--- config.mk ---
export PLATFORM = sky130hd
export DESIGN_NAME = lsu_ctrl
export DESIGN_NICKNAME = d
export VERILOG_FILES = /design/src/rtl/lsu_pkg.sv /design/src/rtl/lsu_align.sv /design/src/rtl/lsu_ctrl.sv
export SDC_FILE = /design/constraint.sdc
export NUM_CORES = 1
export LEC_CHECK = 0
export ABC_AREA = 0
export ABC_CLOCK_PERIOD_IN_PS = 2500
export CORE_MARGIN = 2
export CORE_UTILIZATION = 40
export CTS_BUF_LIST = sky130_fd_sc_hd__clkbuf_2 sky130_fd_sc_hd__clkbuf_4 sky130_fd_sc_hd__clkbuf_8
export CTS_CLUSTER_DIAMETER = 50
export CTS_CLUSTER_SIZE = 14
export DETAILED_ROUTE_END_ITERATION = 7
export GPL_TIMING_DRIVEN = 1
export PLACE_DENSITY = 0.87
export SLEW_MARGIN = 20
export SYNTH_ARGS = -nofsm -noshare
export SYNTH_HDL_FRONTEND = slang
export SYNTH_SLANG_ARGS = --single-unit
--- constraint.sdc ---
create_clock -name clk_i -period 2.5 [get_ports clk_i]
set_input_delay 0.25 -clock clk_i [delete_from_list [all_inputs] [get_ports clk_i]]
set_output_delay 0.25 -clock clk_i [all_outputs]
set_load 0.005 [all_outputs]
--- src/rtl/lsu_pkg.sv ---
// lsu_pkg: shared types and helpers for the memory-stage load/store unit.
// Misalignment trapping is enabled in lsu_ctrl by LSU_MISALIGN_TRAP_EN.
package lsu_pkg;

  typedef enum logic [1:0] {
    IDLE = 2'd0,
    REQ  = 2'd1,
    WAIT = 2'd2
  } lsu_state_e;

  typedef enum logic [1:0] {
    BYTE = 2'd0,
    HALF = 2'd1,
    WORD = 2'd2
  } lsu_size_e;

  localparam logic [2:0] F3_LB  = 3'b000;
  localparam logic [2:0] F3_LH  = 3'b001;
  localparam logic [2:0] F3_LW  = 3'b010;
  localparam logic [2:0] F3_LBU = 3'b100;
  localparam logic [2:0] F3_LHU = 3'b101;

  // Reserved encodings fall through to word size.
  function automatic lsu_size_e size_of(input logic [2:0] f3);
    lsu_size_e s;
    case (f3)
      F3_LB, F3_LBU: s = BYTE;
      F3_LH, F3_LHU: s = HALF;
      F3_LW:         s = WORD;
      default:       s = WORD;
    endcase
    return s;
  endfunction

endpackage

--- src/rtl/lsu_align.sv ---
// lsu_align: byte-enable generation, store lane replication and
// load extract/extend. Purely combinational.
module lsu_align
  import lsu_pkg::*;
(
  input  lsu_size_e   st_size_i,
  input  logic [1:0]  st_off_i,
  input  logic [31:0] st_data_i,
  output logic [3:0]  be_o,
  output logic [31:0] wdata_o,
  input  lsu_size_e   ld_size_i,
  input  logic [1:0]  ld_off_i,
  input  logic        ld_uns_i,
  input  logic [31:0] rdata_i,
  output logic [31:0] ld_data_o
);

  logic [7:0]  b;
  logic [15:0] h;

  always_comb begin
    be_o    = 4'b1111;
    wdata_o = st_data_i;
    unique case (st_size_i)
      BYTE: begin
        be_o    = 4'b0001 << st_off_i;
        wdata_o = {4{st_data_i[7:0]}};
      end
      HALF: begin
        be_o    = 4'b0011 << {st_off_i[1], 1'b0};
        wdata_o = {2{st_data_i[15:0]}};
      end
      default: ;
    endcase
  end

  always_comb begin
    b = rdata_i[7:0];
    unique case (ld_off_i)
      2'd0: b = rdata_i[7:0];
      2'd1: b = rdata_i[15:8];
      2'd2: b = rdata_i[23:16];
      2'd3: b = rdata_i[31:24];
      default: ;
    endcase
    h = ld_off_i[1] ? rdata_i[31:16] : rdata_i[15:0];
    ld_data_o = rdata_i;
    unique case (ld_size_i)
      BYTE: ld_data_o = ld_uns_i ? {24'b0, b} : {{24{b[7]}}, b};
      HALF: ld_data_o = ld_uns_i ? {16'b0, h} : {{16{h[15]}}, h};
      default: ;
    endcase
  end

endmodule

--- src/rtl/lsu_ctrl.sv ---
// lsu_ctrl: memory-stage LSU, one req/gnt/rvalid transaction at a time.
// Define LSU_MISALIGN_TRAP_EN to trap misaligned accesses instead of aligning.
module lsu_ctrl
  import lsu_pkg::*;
#(
  parameter int ADDR_W = 32,
  parameter int DATA_W = 32
) (
  input  logic              clk_i,
  input  logic              rst_ni,
  input  logic              valid_i,
  input  logic              we_i,
  input  logic [2:0]        funct3_i,
  input  logic [ADDR_W-1:0] addr_i,
  input  logic [DATA_W-1:0] st_data_i,
  output logic              stall_o,
  output logic              done_o,
  output logic [DATA_W-1:0] ld_data_o,
`ifdef LSU_MISALIGN_TRAP_EN
  output logic              misalign_o,
`endif
  output logic              mem_req_o,
  output logic              mem_we_o,
  output logic [ADDR_W-1:0] mem_addr_o,
  output logic [3:0]        mem_be_o,
  output logic [DATA_W-1:0] mem_wdata_o,
  input  logic              mem_gnt_i,
  input  logic              mem_rvalid_i,
  input  logic [DATA_W-1:0] mem_rdata_i
);

  if (DATA_W != 32) begin : g_bad_dw
    $error("lsu_ctrl: DATA_W must be 32");
  end

  lsu_state_e        state_q, state_d;
  lsu_size_e         size_q, size_d, size_in;
  logic [1:0]        off_q, off_d, off_in;
  logic              uns_q, uns_d;
  logic              req_q, req_d;
  logic              we_q, we_d;
  logic [ADDR_W-1:0] addr_q, addr_d;
  logic [3:0]        be_q, be_d, be_w;
  logic [31:0]       wdata_q, wdata_d, wdata_w;
  logic [31:0]       ld_q, ld_d, ld_w;
  logic              done_q, done_d;
  logic              mis_in;
  logic              mis_q, mis_d;

  assign size_in = size_of(funct3_i);

  always_comb begin
    off_in = 2'b00;
    unique case (size_in)
      BYTE:    off_in = addr_i[1:0];
      HALF:    off_in = {addr_i[1], 1'b0};
      default: off_in = 2'b00;
    endcase
  end

`ifdef LSU_MISALIGN_TRAP_EN
  assign mis_in = (size_in == HALF && addr_i[0]) ||
                  (size_in == WORD && addr_i[1:0] != 2'b00);
`else
  assign mis_in = 1'b0;
`endif

  lsu_align u_align (
    .st_size_i (size_in),
    .st_off_i  (off_in),
    .st_data_i (st_data_i),
    .be_o      (be_w),
    .wdata_o   (wdata_w),
    .ld_size_i (size_q),
    .ld_off_i  (off_q),
    .ld_uns_i  (uns_q),
    .rdata_i   (mem_rdata_i),
    .ld_data_o (ld_w)
  );

  always_comb begin
    state_d = state_q;
    size_d  = size_q;
    off_d   = off_q;
    uns_d   = uns_q;
    req_d   = req_q;
    we_d    = we_q;
    addr_d  = addr_q;
    be_d    = be_q;
    wdata_d = wdata_q;
    ld_d    = ld_q;
    done_d  = 1'b0;
    mis_d   = 1'b0;
    unique case (state_q)
      IDLE: begin
        // done_q marks the still-presented finished op; don't re-accept it
        if (valid_i && !done_q) begin
          if (mis_in) begin
            done_d = 1'b1;
            mis_d  = 1'b1;
          end else begin
            state_d = REQ;
            req_d   = 1'b1;
            we_d    = we_i;
            addr_d  = {addr_i[ADDR_W-1:2], 2'b00};
            be_d    = be_w;
            wdata_d = wdata_w;
            size_d  = size_in;
            off_d   = off_in;
            uns_d   = funct3_i[2];
          end
        end
      end
      REQ: begin
        if (mem_gnt_i) begin
          req_d = 1'b0;
          if (we_q) begin
            done_d  = 1'b1;
            state_d = IDLE;
          end else begin
            state_d = WAIT;
          end
        end
      end
      WAIT: begin
        if (mem_rvalid_i) begin
          ld_d    = ld_w;
          done_d  = 1'b1;
          state_d = IDLE;
        end
      end
      default: state_d = IDLE;
    endcase
  end

  always_ff @(posedge clk_i or negedge rst_ni) begin
    if (!rst_ni) begin
      state_q <= IDLE;
      size_q  <= BYTE;
      off_q   <= 2'b00;
      uns_q   <= 1'b0;
      req_q   <= 1'b0;
      we_q    <= 1'b0;
      addr_q  <= '0;
      be_q    <= 4'b0;
      wdata_q <= 32'b0;
      ld_q    <= 32'b0;
      done_q  <= 1'b0;
      mis_q   <= 1'b0;
    end else begin
      state_q <= state_d;
      size_q  <= size_d;
      off_q   <= off_d;
      uns_q   <= uns_d;
      req_q   <= req_d;
      we_q    <= we_d;
      addr_q  <= addr_d;
      be_q    <= be_d;
      wdata_q <= wdata_d;
      ld_q    <= ld_d;
      done_q  <= done_d;
      mis_q   <= mis_d;
    end
  end

  assign stall_o     = rst_ni & valid_i & ~done_q;
  assign done_o      = done_q;
  assign ld_data_o   = ld_q;
  assign mem_req_o   = req_q;
  assign mem_we_o    = we_q;
  assign mem_addr_o  = addr_q;
  assign mem_be_o    = be_q;
  assign mem_wdata_o = wdata_q;
`ifdef LSU_MISALIGN_TRAP_EN
  assign misalign_o  = mis_q;
`else
  logic unused_mis;
  assign unused_mis  = mis_q;
`endif

endmodule
==> run summary, run 1 <==
Drt via density = 5.302
Least-Margin Pin Slew = 0.6056 ns
Post-CTS sizing = 0
Core ar. = 12,110 µm²
Post-synth top cells = dfrtp_1, nand2_1, mux2_2, o21ai_0, mux2i_1
FMAX = 502.6 MHz
Ys Warns = 0
Register area share after synthesis = 0.5408
XOR/XNOR share of the synthesized area = 0
Slew Limit Headroom = 0.5958
Compound-Gate Fraction of Synth Area = 0.1367
CTS tree = built
Die Wd = 115.8 µm
Crit Path Class = input port to output pin
Largest net degree at the start of global routing = 56
Post-CTS Hold Buffers = 1
Starting Density = 0.4126
First-pass GRT wire length = 22,060 µm
Pwr dens = 1088 nW/µm²
Mux contribution to synthesized area = 0.1688
#FFs+latches synth = 108
Main synth FF type = dfrtp_1
Simple-gate share of the synthesized area = 0.1062
Largest family of logic cells by synthesized area = multiplexers
Final Non-Filler Cells = 825
Period minus WS final = 1.990 ns
Top-count cell post-synth = dfrtp_1
Setup Skew = 0.01322 ns
Total track usage = 0.2132
Postcts setup bufs = 0
Crit path DAT = 1.74 ns
Storage element area = 2703 µm²
Clk slew on worst S/H paths = 0.11 ns
Vias after detailed routing = 4,374
Inserted Clock Buffers = 9
CP Launch Point = rst_ni
Synth async-reset ratio = 1.000
Hold Fails Final Rpt = 0
Synth top area share = 0.5408
Final Util = 0.6133
Crit path launch type = input port
Post-synth EDFFs = 0
P&R area growth vs syn = 48.65%
CTS root buf = clkbuf_8
Adder-cell area share of the yosys netlist = 0.007511
Worst reg2reg path startpoint = off_q[1]$_DFFE_PN0P_
Port Buffers = 206
Unique cell type count in the Yosys netlist = 38
Max-cap violation count = 0
Total I/O pin count = 209
H-tree Lvls = 3
RSZ-0062 raised after global routing = false
Chip Height = 115.8 µm
Clock latency on the worst-skew pair = 0.38 ns
DP Worst Slack = 0.4795 ns
Final slew viol count = 0
Synthesized instance count = 458
Setup-failing EPs final = 0
Pre-antenna DRT Iters = 5
Cell Area, Synth = 4997 µm²
Share of cells above drive strength 1 = 0.1279
Outcome = completed
R2r endpoint = ld_data_o[23]$_DFFE_PN0P_
Fin Setup TNS = 0 ns
CP endpoint = stall_o
Max Root-Sink Buffers = 2
Placed Cells = 808
R2R depth = 4
Hpwl dp = 10,560 µm
Total Routed Length = 14,290 µm
GRT overflow = 0
Yosys top cell by area = dfrtp_1
Clk sinks = 108
Synth top area cells = dfrtp_1, mux2_2, mux2i_1, nand2_1, o21ai_0
Fin crit share = 0.7959
Total die area = 13,400 µm²
VDD IR-drop max = 633.3 µV
Antenna violations before repair = 0
Fill cells = 1,007
R2r setup slk = 0.62 ns
Ant diodes = 0
CP endpoint kind = output pin
DRT iter0 DRCs = 437
# rows = 40
Final WS setup = 0.5104 ns
Required time of the critical path = 2.25 ns
Tightest Hold Check Type = input port to asynchronous set/reset pin
Gp weighted congestion = 0.8760
Avg WL per Cell = 17.32 µm
Vias in the first global route = 4,338
Final ANT Viol Nets = 0
DRC = 0
Nets = 760
Mean Syn Cell Area = 10.91 µm²
Leakage = 3.166 nW
Total power = 8.085 mW
Multi-input logic area = 2110 µm²
Highest net fanout along the worst path = 22
report_power, final:
part           internal [mW]  leakage (nW)  switching [mW]  total (mW)
logic                   2.36          1.76            1.55        3.91
clock network          0.467        0.0918           0.631        1.10
registers               2.58          1.31           0.494        3.08
worst min path at each step:
stage / from / to / slack (ns)
2_1_floorplan: rst_ni / done_o$_DFF_PN0_ / -0.05
3_3_place_gp: rst_ni / mem_addr_o[18]$_DFFE_PN0P_ / 0.16
3_5_place_dp: rst_ni / mem_addr_o[19]$_DFFE_PN0P_ / 0.16
4_1_cts: rst_ni / mem_wdata_o[30]$_DFFE_PN0P_ / 0.29
5_1_grt: rst_ni / mem_wdata_o[20]$_DFFE_PN0P_ / 0.30
6_report: rst_ni / mem_wdata_o[30]$_DFFE_PN0P_ / 0.29
metal layers:
| layer | vias to the layer above | global-route usage | part of all wire |
|---|---|---|---|
| met5 | - | 0 | 0 |
| li1 | 2017 | - | - |
| met3 | 39 | 0.07741 | 0.10 |
| met1 | 2086 | 0.2614 | 0.39 |
| met2 | 232 | 0.3349 | 0.47 |
| met4 | 0 | 0.1048 | 0.035 |
kinds of logic (layout without fill, tap and decap cells):
family | after synthesis | count (layout)
compound gates | 103 | 103
simple gates | 122 | 122
other cells | 1 | 2
buf+inv | 43 | 241
mux | 78 | 78
flops | 108 | 108
fa+ha+maj | 3 | 3
layout by cell type (no fill, tap or decap), types with 2 or more instances in the layout:
cell type        Yosys  final
a21boi_0             2      2
nand3b_1             2      2
inv_1                5      5
ha_1                 3      3
nor2b_1              2      2
conb_1               1      2
o21ai_0             40     40
nand3_1             27     27
a222oi_1             6      6
nand2_1             56     55
buf_12               0      2
a221oi_1             8      8
dfrtp_1            108    108
and2_1               2      2
mux2i_1             28     28
a21oi_1             24     24
mux2_2              50     50
clkdlybuf4s50_1      0    205
clkbuf_8             0      9
clkinvlp_4           0      3
nand2b_1             4      4
a22o_1              15     15
buf_4                3     11
nor2_1              24     24
state kept, by name, summed over array words and instances, names as in the netlist:
register and flops:
mem_be_o 4, ld_data_o 32, mem_wdata_o 32, state_q 2, mem_addr_o 30, off_q 2
done_o 1, size_q 2, mem_req_o 1, mem_we_o 1, uns_q 1
final cells by class:
type	count	area share
sequential	108	0.3638
timing repair buffer	219	0.2941
multi-input combinational	308	0.2840
tap	168	0.02830
clock buffer	9	0.01668
clock inverter	7	0.01011
inverter	6	0.003032
critical path, cell delays in order:
cell and delay [ns]:
dlygate4sd3_1 0.53, buf_4 0.29, and2_1 0.17, clkdlybuf4s50_1 0.49
stage by stage:
step / hold slack (ns) / instance area (µm²)
6_report: 0.2908 / 7428
5_1_grt: 0.2953 / 7428
4_1_cts: 0.2945 / 7428
3_5_place_dp: 0.1628 / 7219
3_3_place_gp: 0.1567 / 7219
2_1_floorplan: -0.04559 / 5001
Power figures use the tool's default switching activity.
==> run 2: changes to the inputs <==
Settings changed: ABC_CLOCK_PERIOD_IN_PS 2500 to 1800, PLACE_DENSITY 0.87 to 0.9.
Clock period 2.5 ns to 1.8 ns, I/O delays scaled along.
==> run 2 against run 1 <==
Net effect:
- first-iteration DRC count grew 18%
- final area rose by 1.7%
- combinational power rose by 41%
- via count is 0.50% higher
- clock skew shrank 0.0067 ns
- worst setup slack got worse by 0.44 ns
- critical path type is now register to output pin
==> run summary, run 2 (synthesis results as in run 1) <==
Total track usage = 0.2165 (was 0.2132)
CP Launch Point = done_o$_DFF_PN0_ (was rst_ni)
CTS tree = built (unchanged)
R2r setup slk = 0.10 ns (was 0.62 ns)
Fin crit share = 0.9624
Die Wd = 115.8 µm (unchanged)
P&R area growth vs syn = 51.15% (was 48.65%)
Antenna violations before repair = 0 (unchanged)
Highest net fanout along the worst path = 2 (was 22)
First-pass GRT wire length = 22,690 µm (was 22,060 µm)
Total Routed Length = 14,460 µm (was 14,290 µm)
# rows = 40 (unchanged)
CP endpoint kind = output pin (unchanged)
Most frequent cells in the layout = clkdlybuf4s50_1, dfrtp_1, nand2_1, mux2_2, o21ai_0 (unchanged)
Least-Margin Pin Slew = 0.6060 ns (was 0.6056 ns)
Port Buffers = 206 (unchanged)
Ant diodes = 0 (unchanged)
DRC = 0 (unchanged)
Slew Limit Headroom = 0.5942 (was 0.5958)
GRT overflow = 0 (unchanged)
Gp weighted congestion = 0.8430 (was 0.8760)
Area post-placement = 7345 µm² (was 7219 µm²)
Hpwl dp = 10,810 µm (was 10,560 µm)
Worst reg2reg path startpoint = size_q[1]$_DFFE_PN0P_ (was off_q[1]$_DFFE_PN0P_)
DP Worst Slack = -0.01224 ns (was 0.4795 ns)
Hold Fails Final Rpt = 0 (unchanged)
VDD IR-drop max = 840.8 µV (was 633.3 µV)
Required time of the critical path = 1.62 ns (was 2.25 ns)
Leakage = 3.251 nW (was 3.166 nW)
RSZ-0062 raised after global routing = false (unchanged)
Final WS setup = 0.06761 ns (was 0.5104 ns)
Drt via density = 5.258 (was 5.302)
Starting Density = 0.4126 (unchanged)
Crit path launch type = register (was input port)
CTS root buf = clkbuf_8 (unchanged)
Hold Slack = 0.4084 ns (was 0.2908 ns)
Max Root-Sink Buffers = 2 (unchanged)
Final slew viol count = 0 (unchanged)
Final ANT Viol Nets = 0 (unchanged)
Outcome = completed (unchanged)
Clock latency on the worst-skew pair = 0.38 ns (about the same)
WHS Endpoint = mem_addr_o[23]$_DFFE_PN0P_
Total I/O pin count = 209 (unchanged)
Vias in the first global route = 4,518 (was 4,338)
Max-cap violation count = 0 (unchanged)
Most common cell after layout, fill and taps aside = clkdlybuf4s50_1 (unchanged)
Final Util = 0.6237 (was 0.6133)
Setup Skew = 0.006526 ns (was 0.01322 ns)
Period minus WS final = 1.732 ns
R2r endpoint = ld_data_o[2]$_DFFE_PN0P_ (was ld_data_o[23]$_DFFE_PN0P_)
Inserted Clock Buffers = 9 (unchanged)
Core ar. = 12,110 µm² (unchanged)
R2R depth = 5 (was 4)
Nets = 771 (was 760)
Share of cells above drive strength 1 = 0.1452 (was 0.1279)
FMAX = 577.2 MHz
H-tree Lvls = 3 (unchanged)
Chip Height = 115.8 µm (unchanged)
Tightest Hold Check Type = input port to register (was input port to asynchronous set/reset pin)
Setup-failing EPs final = 0 (unchanged)
Total die area = 13,400 µm² (unchanged)
Fill cells = 997 (was 1,007)
Design area = 7553 µm² (was 7428 µm²)
Clk slew on worst S/H paths = 0.10 ns (was 0.11 ns)
Pre-antenna DRT Iters = 6 (was 5)
WHS Path Cells = 2
Largest net degree at the start of global routing = 109 (was 56)
Clk sinks = 108 (unchanged)
Pwr dens = 1483 nW/µm² (was 1088 nW/µm²)
Total power = 11.20 mW (was 8.085 mW)
Avg WL per Cell = 17.30 µm (was 17.32 µm)
HP Start = addr_i[23]
Crit path DAT = 1.55 ns (was 1.74 ns)
Vias after detailed routing = 4,396 (was 4,374)
Crit Path Class = register to output pin (was input port to output pin)
DRT iter0 DRCs = 516 (was 437)
run 2: cell types whose count changed in the layout (fill, tap and decap cells not counted):
cell        previous run  this run
clkbuf_4               0         1
clkinvlp_4             3         0
nor2b_2                0         1
buf_12                 2         6
buf_4                 11        18
clkinv_2               1         2
nor2b_1                2         0
clkinv_4               1         2
nor2b_4                0         1
clkbuf_8               9        10
bufinv_16              1         0
run 2: how the worst max path moves through the flow:
stage | to | slack (ns) | depth (start not counted)
floorplan | mem_addr_o[10]$_DFFE_PN0P_ | 0.23 | 6
global placement | stall_o | 0.05 | 4
detailed placement | stall_o | -0.01 | 4
CTS | stall_o | 0.03 | 3
global route | ld_data_o[2]$_DFFE_PN0P_ | 0.007 | 5
finish | stall_o | 0.07 | 3
run 2: worst max-delay path, cell delays in order (launching register included):
cell and delay, ns:
dfrtp_1 0.42, nor2b_4 0.12, and2_1 0.15, clkdlybuf4s50_1 0.50
run 2: layout make-up:
cell class              count  area, µm²  share of cell area
clock inverters             5      36.28            0.004804
multi-input cells         308       2120              0.2806
clock buffers              11      145.1             0.01921
repair buffers            230       2317              0.3068
flip-flops and latches    108       2703              0.3578
well taps                 168      210.2             0.02783
inverters                   6      22.52            0.002982
run 2: report_power, final:
part           internal, mW  switching (mW)  leakage [nW]
Combinational          3.36            2.17          1.84
Sequential             3.59           0.696          1.31
Clock                 0.563           0.831        0.0971
Total                  7.51            3.69          3.25
run 2: layer usage:
layer / global-route usage / wire length (µm) / up-vias
li1: - / - / 2029
met2: 0.3684 / 7113 / 234
met4: 0.07698 / 354 / 0
met3: 0.07427 / 1421 / 33
met5: 0 / 0 / -
met1: 0.2559 / 5574 / 2100
run 2: per-stage QoR:
stage                     std cells  setup TNS, ns
after floorplan                 459              0
after global placement          818              0
after detailed placement        818       -0.01224
after CTS                       836              0
after global routing            836              0
final                           836              0
run 2: timing repair:
| item | 4_1_cts | 5_1_grt |
|---|---|---|
| hold endpoints to repair | 108 | 0 |
| setup buffers | 1 | 0 |
| gates resized for setup | 3 | 0 |
| pin swaps | 0 | 1 |
| hold buffers | 1 | 0 |
| endpoints found under the setup margin | 2 | 3 |
==> RTL edit (config.mk and constraints of run 2) <==
The 3 states of `lsu_state_e` get a one-hot encoding in 3 bits.
--- a/src/rtl/lsu_pkg.sv
+++ b/src/rtl/lsu_pkg.sv
@@ -4,6 +4,6 @@
 
-  typedef enum logic [1:0] {
-    IDLE = 2'd0,
-    REQ  = 2'd1,
-    WAIT = 2'd2
+  typedef enum logic [2:0] {
+    IDLE = 3'b001,
+    REQ  = 3'b010,
+    WAIT = 3'b100
   } lsu_state_e;
Function: no difference found for any inputs over 4 cycles, from zero or initial values and one cycle with rst_ni low; so few cycles prove little.
==> RTL edit against run 2 <==
- sequential cell count rose by 1
- design area is 1.4% higher
- cell count grew 12%
- worst setup slack gained 0.027 ns
- hold slack worse by 0.099 ns
- routed wire length rose by 7.2%
- clock skew rose by 0.0025 ns
- area after synthesis increased by 2.6%
- total power fell by 3.8%
- sequential share of layout area down 0.14 points
- count of clock-buffer cells in the layout did not move
- critical endpoint unchanged
==> RTL edit: results (changes against run 2) <==
| Metric | Value |
|---|---|
| Global placer's final weighted congestion | 0.889 (+5.5%) |
| Leak Pwr | 3.51 nW (+7.9%) |
| Largest net degree at the start of global routing | 110 (+0.92%) |
| First-pass GRT wire length | 23500 um (+3.5%) |
| Total GRT Usage | 22.6% (+0.93 points) |
| Clk slew on worst S/H paths | 0.11 ns |
| Via Count | 4796 (+9.1%) |
| Cells after DPL | 920 (+12%) |
| Vias in the first global route | 4695 (+3.9%) |
| Crit path largest cell delay | 0.55 ns (+0.05 ns) |
| Layout Cells excl Fill | 939 (+12%) |
| Worst slack, placed | -0.0226 ns (-0.0103 ns) |
| Area of the multi-input gates | 0.00218 mm^2 (+2.8%) |
| Fillers | 1040 (+4.3%) |
| Slowest cell on crit path | dlygate4sd3_1 |
| Initial drt markers | 438 (-15%) |
| Worst vdd ir | 0.000918 V (+9.2%) |
| Worst slew margin | 60.9% (+1.5 points) |
| Clk_skew | 0.00903 ns (+0.00250 ns) |
| Wirelength per Cell | 16.5 um (-4.6%) |
| Outcome | completed |
| Yosys cell types | 47 (+24%) |
| Yosys warns | 0 (unchanged) |
| Syn Area/Cell | 9.17 um^2 (-16%) |
| Most frequent cells after synthesis | nand2_1, dfrtp_1, o21ai_0, mux2i_1, nor2_1 |
| Layout net count | 867 (+12%) |
| Synth area leaders | dfrtp_1, nand2_1, mux2i_1 |
| First-pass iteration count of the detailed router | 5 (-1) |
| Detail Placement HPWL | 11400 um (+5.2%) |
| Worst Path Arrival | 1.53 ns (-0.02 ns) |
RTL edit: cell types whose count changed in the layout (fill, tap and decap cells not counted), moves of 5 or more:
cell | run 2 | this run
nor3_1 | 1 | 7
a22oi_1 | 0 | 8
a22o_1 | 15 | 6
o21ai_0 | 40 | 34
nand2_1 | 55 | 188
a222oi_1 | 6 | 0
nand3_1 | 27 | 22
o221a_1 | 0 | 6
nand3_2 | 0 | 10
a31oi_1 | 0 | 7
a221oi_1 | 8 | 0
mux2_2 | 50 | 1
or3_1 | 1 | 7
RTL edit: kinds of logic (layout without fill, tap and decap cells):
group | Yosys count | in the layout | share of synthesized area (%)
other | 1 | 2 | 0.0732
DFF | 109 | 109 | 53.2
muxes | 28 | 28 | 5.49
AOI/OAI and AO/OA | 95 | 95 | 12.1
and+or+nand+nor | 280 | 280 | 24.3
buffers and inverters | 46 | 253 | 4.81
RTL edit: routing by layer:
metal  part of all wire, %  GRT usage, %
met5                     0             0
met3                    11          8.03
met2                    47          36.3
met1                    38          26.2
met4                   4.4          12.9
RTL edit: timing repair:
item	CTS	global route
resized for setup	0	1
hold buffers	1	0
setup endpoints to repair	0	12
endpoints found under the hold margin	108	0
setup buffers	0	2
RTL edit: worst paths after layout:
| kind | start | endpoint | slack, ns | depth (start not counted) |
|---|---|---|---|---|
| max in group asynchronous | rst_ni | ld_data_o[2] | 0.89 | 3 |
| setup / recovery | rst_ni | stall_o | 0.09 | 4 |
| setup reg to reg | size_q[0] | ld_data_o[27] | 0.16 | 5 |
| hold / removal | addr_i[26] | mem_addr_o[26] | 0.31 | 3 |
| min in group asynchronous | rst_ni | ld_data_o[31] | 0.48 | 3 |
| hold reg to reg | mem_be_o[0] | mem_be_o[0] | 0.48 | 2 |
RTL edit: cell type report:
| type | count | share of cell area, % |
|---|---|---|
| clock buffers | 11 | 1.90 |
| clock inverters | 5 | 0.458 |
| inverters | 4 | 0.196 |
| multi-input cells | 405 | 28.4 |
| flip-flops and latches | 109 | 35.6 |
| well taps | 172 | 2.81 |
| repair buffers | 233 | 30.6 |
RTL edit: worst max-delay path, delay by kind of cell:
family / cells / cell delay, ns
buffers and inverters: 3 / 1.19
and+or+nand+nor: 1 / 0.15
RTL edit: power by group through the flow:
stage | sequential, mW | combinational, mW | clock, mW
floorplan | 4.21 | 2.17 | 0
global placement | 4.20 | 5.03 | 0
detailed placement | 4.23 | 5.17 | 0
CTS | 4.20 | 5.20 | 1.48
global route | 4.33 | 5.69 | 1.58
finish | 4.19 | 5.15 | 1.44
